<file path="config.mk">
export PLATFORM = sky130hd
export DESIGN_NAME = lif_run_sequencer
export DESIGN_NICKNAME = d
export VERILOG_FILES = /design/src/rtl/lif_run_sequencer.sv
export SDC_FILE = /design/constraint.sdc
export NUM_CORES = 1
export LEC_CHECK = 0
export ABC_AREA = 1
export ABC_CLOCK_PERIOD_IN_PS = 1400
export CAP_MARGIN = 0
export CORE_ASPECT_RATIO = 0.7
export CORE_MARGIN = 3
export CORE_UTILIZATION = 44
export CTS_CLUSTER_DIAMETER = 200
export CTS_CLUSTER_SIZE = 20
export DETAILED_ROUTE_END_ITERATION = 7
export PLACE_DENSITY = 0.84
export SYNTH_ARGS = -nofsm -noshare
export SYNTH_HDL_FRONTEND = slang
export SYNTH_SLANG_ARGS = --single-unit
</file>
<file path="constraint.sdc">
create_clock -name clk -period 1.4 [get_ports clk]
set_clock_uncertainty 0.2 [all_clocks]
set_input_delay 0.42 -clock clk [delete_from_list [all_inputs] [get_ports clk]]
set_output_delay 0.42 -clock clk [all_outputs]
set_load 0.02 [all_outputs]
</file>
<file path="src/rtl/lif_run_sequencer.sv">
// lif_run_sequencer: host-side driver for the LIF neuron core.
// Accepts a "run N timesteps" command. For each timestep it fetches one
// input-current sample and pulses the neuron start. It then waits for the
// neuron's valid pulse and records the spike result. A watchdog ends the run
// with an error flag if the neuron never answers.
module lif_run_sequencer #(
  parameter int DATA_W    = 16,
  parameter int STEP_W    = 8,
  parameter int TRAIN_W   = 32,
  parameter int START_CYC = 2,
  parameter int TIMEOUT   = 64
) (
  input  logic               clk,
  input  logic               rst,
  input  logic               cmd_valid,
  output logic               cmd_ready,
  input  logic [STEP_W-1:0]  cmd_steps,
  input  logic               in_valid,
  output logic               in_ready,
  input  logic [DATA_W-1:0]  in_data,
  output logic               nrn_start,
  output logic [DATA_W-1:0]  nrn_i_data,
  input  logic               nrn_valid,
  input  logic               nrn_spike,
  output logic [TRAIN_W-1:0] spike_train,
  output logic [STEP_W-1:0]  spike_count,
  output logic               busy,
  output logic               done,
  output logic               timeout_err
);

  localparam int SC_W = (START_CYC > 1) ? $clog2(START_CYC) : 1;
  localparam int WD_W = (TIMEOUT > 1) ? $clog2(TIMEOUT) : 1;
  localparam logic [SC_W-1:0]   START_LAST = SC_W'(START_CYC - 1);
  localparam logic [WD_W-1:0]   WD_LAST    = WD_W'(TIMEOUT - 1);
  localparam logic [STEP_W-1:0] CNT_MAX    = {STEP_W{1'b1}};
  localparam logic [STEP_W-1:0] STEP_ONE   = {{(STEP_W-1){1'b0}}, 1'b1};
  localparam logic [STEP_W-1:0] STEP_ZERO  = {STEP_W{1'b0}};

  typedef enum logic [2:0] {
    S_IDLE  = 3'd0,
    S_FETCH = 3'd1,
    S_START = 3'd2,
    S_WAIT  = 3'd3,
    S_DONE  = 3'd4
  } state_t;

  state_t            state;
  state_t            state_nxt;
  logic [STEP_W-1:0] remaining;
  logic [SC_W-1:0]   start_cnt;
  logic [WD_W-1:0]   wd_cnt;

  // Handshake/event strobes decoded alongside the next state.
  logic cmd_fire;
  logic in_fire;
  logic valid_fire;
  logic wd_expire;
  logic enter_wait;

  // Ready signals are a plain decode of the current state.
  assign cmd_ready = (state == S_IDLE);
  assign in_ready  = (state == S_FETCH);

  // State register.
  always_ff @(posedge clk or negedge rst) begin
    if (!rst) begin
      state <= S_IDLE;
    end else begin
      state <= state_nxt;
    end
  end

  // Next-state decode and per-cycle event strobes.
  always_comb begin
    state_nxt  = state;
    cmd_fire   = 1'b0;
    in_fire    = 1'b0;
    valid_fire = 1'b0;
    wd_expire  = 1'b0;
    enter_wait = 1'b0;
    case (state)
      S_IDLE: begin
        if (cmd_valid) begin
          cmd_fire  = 1'b1;
          state_nxt = (cmd_steps == STEP_ZERO) ? S_DONE : S_FETCH;
        end else begin
          state_nxt = S_IDLE;
        end
      end
      S_FETCH: begin
        if (in_valid) begin
          in_fire   = 1'b1;
          state_nxt = S_START;
        end else begin
          state_nxt = S_FETCH;
        end
      end
      S_START: begin
        if (start_cnt == START_LAST) begin
          enter_wait = 1'b1;
          state_nxt  = S_WAIT;
        end else begin
          state_nxt = S_START;
        end
      end
      S_WAIT: begin
        // A valid arriving on the expiry cycle still counts as a normal step.
        if (nrn_valid) begin
          valid_fire = 1'b1;
          state_nxt  = (remaining == STEP_ONE) ? S_DONE : S_FETCH;
        end else if (wd_cnt == WD_LAST) begin
          wd_expire = 1'b1;
          state_nxt = S_DONE;
        end else begin
          state_nxt = S_WAIT;
        end
      end
      S_DONE: begin
        state_nxt = S_IDLE;
      end
      default: begin
        state_nxt = S_IDLE;
      end
    endcase
  end

  // Step bookkeeping: remaining steps, start-pulse length, watchdog.
  always_ff @(posedge clk or negedge rst) begin
    if (!rst) begin
      remaining <= STEP_ZERO;
      start_cnt <= {SC_W{1'b0}};
      wd_cnt    <= {WD_W{1'b0}};
    end else begin
      if (cmd_fire) begin
        remaining <= cmd_steps;
      end else if (valid_fire) begin
        remaining <= remaining - STEP_ONE;
      end else begin
        remaining <= remaining;
      end

      if (in_fire) begin
        start_cnt <= {SC_W{1'b0}};
      end else if (state == S_START) begin
        start_cnt <= start_cnt + {{(SC_W-1){1'b0}}, 1'b1};
      end else begin
        start_cnt <= start_cnt;
      end

      if (enter_wait) begin
        wd_cnt <= {WD_W{1'b0}};
      end else if (state == S_WAIT) begin
        wd_cnt <= wd_cnt + {{(WD_W-1){1'b0}}, 1'b1};
      end else begin
        wd_cnt <= wd_cnt;
      end
    end
  end

  // Registered control outputs, derived from the state being entered.
  always_ff @(posedge clk or negedge rst) begin
    if (!rst) begin
      nrn_start <= 1'b0;
      busy      <= 1'b0;
      done      <= 1'b0;
    end else begin
      nrn_start <= (state_nxt == S_START);
      busy      <= (state_nxt == S_FETCH) || (state_nxt == S_START) ||
                   (state_nxt == S_WAIT);
      done      <= (state_nxt == S_DONE);
    end
  end

  // Sample hold, spike history, spike count and sticky timeout flag.
  always_ff @(posedge clk or negedge rst) begin
    if (!rst) begin
      nrn_i_data  <= {DATA_W{1'b0}};
      spike_train <= {TRAIN_W{1'b0}};
      spike_count <= STEP_ZERO;
      timeout_err <= 1'b0;
    end else begin
      if (in_fire) begin
        nrn_i_data <= in_data;
      end else begin
        nrn_i_data <= nrn_i_data;
      end

      if (cmd_fire) begin
        spike_train <= {TRAIN_W{1'b0}};
        spike_count <= STEP_ZERO;
      end else if (valid_fire) begin
        spike_train <= {spike_train[TRAIN_W-2:0], nrn_spike};
        if (nrn_spike && (spike_count != CNT_MAX)) begin
          spike_count <= spike_count + STEP_ONE;
        end else begin
          spike_count <= spike_count;
        end
      end else begin
        spike_train <= spike_train;
        spike_count <= spike_count;
      end

      if (cmd_fire) begin
        timeout_err <= 1'b0;
      end else if (wd_expire) begin
        timeout_err <= 1'b1;
      end else begin
        timeout_err <= timeout_err;
      end
    end
  end

endmodule

</file>
==> impl_metrics.yaml <==
status:
  status: "finished, violations left"
  violations: "negative setup slack"
logic_synthesis:
  syn-cell-area_sq_um: 3460
  avgSynthCellArea_sq_um: 8.57
  synth_edf_count: 0
  synth-seq-cells: 78
  yosysWarnings: 0
  syn_nets: 438
  postSynthCellCount: 404
  synth_cell_types: 24
  ys_async_sr_fraction: 1.00
  yosys-top-cells-area: "dfrtp_1 (56%), nand2_1 (13%), inv_1 (6.1%)"
  synth_top_flop_cell: "dfrtp_1"
  yosys.area.top_type: "dfrtp_1"
  synth_top_area_share: 0.564
  ys_seq_area_frac: 0.564
sta:
  drv_slew: 0
  tightest_slew_ps: 476
  hold_viol: 0
  setup_viol: 140
  layout_setup_ws_ps: -576
  fin_crit_ps: 1980
  fmax_mhz: 506
  finalCritPeriodShare: 1.41
  rsz0062_at_grt: "true"
  slew-limit-headroom: 0.682
cts:
  clock_sinks: 78
  clk_pin_slew_worst_paths_ps: 90
  tritoncts: "done"
  htree_num_levels: 3
  clock_tree.root_cell: "clkbuf_8"
  clockBufferDepth: 2
  clk_latency_ps: 390
  cts_buffers: 9
setup_path:
  start_kind: "register"
  crit_type: "reg -> reg"
  worst-r2r-setup-slack_ps: -580
  worstPathRequired_ps: 1520
  end_kind: "register"
  path_max_fanout: 4
  crit_arrival_ps: 2100
place:
  gp_congestion: 0.910
  pre_cts_slack_ps: -535
  port_buffers: 91
  place_hpwl_um: 6910
drt:
  vias: 4378
  first_pass_iters: 5
  ant_nets: 0
  avgRoutedWirePerCell_um: 25.7
  viasPerCell: 6.19
  drtIter0Drc: 554
  finalWirelength_um: 18200
  drc: 0
floorplanning:
  fp.dieW_um: 112
  ioPinCount: 92
  std_cell_rows: 26
  die_area_sq_um: 8980
  die_h_um: 80.2
  coreArea_sq_um: 7450
  start_util: 0.465
finish:
  synthToLayoutAreaGrowth_pct: 93.9
  nNetsFinal: 638
  drive_gt1_frac: 0.560
  seq_area_sq_um: 1960
  antenna_cells: 0
  final_cell_mix: "buf_6 (79), dfrtp_1 (74), nand2_1 (71), buf_4 (68), inv_1 (50)"
  fillers: 239
  multi_input_area_sq_um: 2090
  final_common_cell: "buf_6"
pwr:
  ir_worst_vdd_v: 0.00174
  power_density_nw_per_um2: 1840
  p_total_uw: 12400
  p_leak_uw: 0.00318
global_routing:
  grt_first_pass_wirelength_um: 20500
  grt_pass1_vias: 3978
  grt_antenna_before_repair: 0
  grt_max_degree: 35
  grt_use_total: 0.294
  gr-total-overflow: 0
hold_path:
  hold_path.class: "in -> async"
job:
  max_cap_viol_count: 0
-- state kept, by name (all words and copies together) (netlist names), 3 cells and up --
signal,count
nrn_i_data,16
remaining,8
spike_count,8
spike_train,32
state,3
wd_cnt,6
-- stage by stage --
| stage | instances | utilization | setup TNS, ps | hold WS [ps] | area (sq um) |
|---|---|---|---|---|---|
| after floorplan | 404 | - | -4740 | -75.6 | 3540 |
| after global placement | 635 | 0.665 | -37040 | 98.8 | 4950 |
| after detailed placement | 635 | 0.665 | -41140 | 104 | 4950 |
| after CTS | 677 | 0.784 | -24140 | 250 | 5840 |
| after global routing | 707 | 0.901 | -41960 | 265 | 6710 |
| final | 707 | 0.901 | -40200 | 254 | 6710 |
-- routing by layer --
metal  vias to the layer above  wire (um)  track usage  share of wire
li1                       1698          -            -              -
met1                      2155       6600        0.352           0.36
met2                       407       8290        0.502           0.46
met3                       118       1980       0.0700           0.11
met4                         0       1300        0.150          0.071
met5                         -          0            0              0
-- cells in the mapped netlist, types with 3 or more instances --
master	count
nand3_1	40
clkbuf_1	5
nor2_1	26
nand2_1	122
buf_4	3
o211ai_1	3
o22ai_1	30
nand2_2	3
ha_1	4
xor2_1	3
inv_1	56
dfrtp_1	78
o21ai_0	7
a21oi_1	6
inv_2	4
nor3_1	4
-- cell families after synthesis --
| logic type | count (synthesis) | share of synthesized area |
|---|---|---|
| buffers and inverters | 69 | 0.0784 |
| adders and majority gates | 4 | 0.0145 |
| and+or+nand+nor | 201 | 0.249 |
| xor gates and xnor gates | 5 | 0.0127 |
| DFF | 78 | 0.564 |
| AOI/OAI and AO/OA | 47 | 0.0817 |
-- critical path, stage by stage (launching register included) --
cell and delay [ps]:
dfrtp_2 400, buf_4 160, ha_4 160, nand2_4 80, inv_1 140, nand2_1 110, xnor2_1 390, nand3_2 180
nand2_2 100
-- area by class of cell --
type                    count  share of cell area
repair inverters            2             0.00224
inverters                  60              0.0388
repair buffers            195               0.308
multi-input cells         258               0.311
flip-flops and latches     78               0.292
clock buffers              10              0.0190
clock inverters             6              0.0103
well taps                  98              0.0183
-- repair_timing --
action                                  in CTS  in global routing
pin swaps                                   18                 42
endpoints found under the hold margin       41                  0
resized for setup                          443                170
buffers inserted                            19                 35
hold buffers                                 1                  0
endpoints found under the setup margin     140                140
gates cloned                                 6                  5
-- report_power, final --
part / total [uW] / internal [uW] / switching [uW]
sequential: 3350 / 2770 / 575
clock: 1850 / 839 / 1010
combinational: 7160 / 3270 / 3890
total: 12400 / 6880 / 5470
-- path summary, 6_finish.rpt --
kind                                startpoint              end  depth (start not counted)
worst min-delay path                       rst  spike_train[19]                          2
max in group asynchronous                  rst        wd_cnt[3]                          3
worst min register to register   nrn_i_data[9]    nrn_i_data[9]                          2
min in group clk                 nrn_i_data[9]    nrn_i_data[9]                          2
worst max-delay path            spike_count[1]   spike_count[4]                          8
worst max register to register  spike_count[1]   spike_count[4]                          8
(Power assumes the default switching activity.)
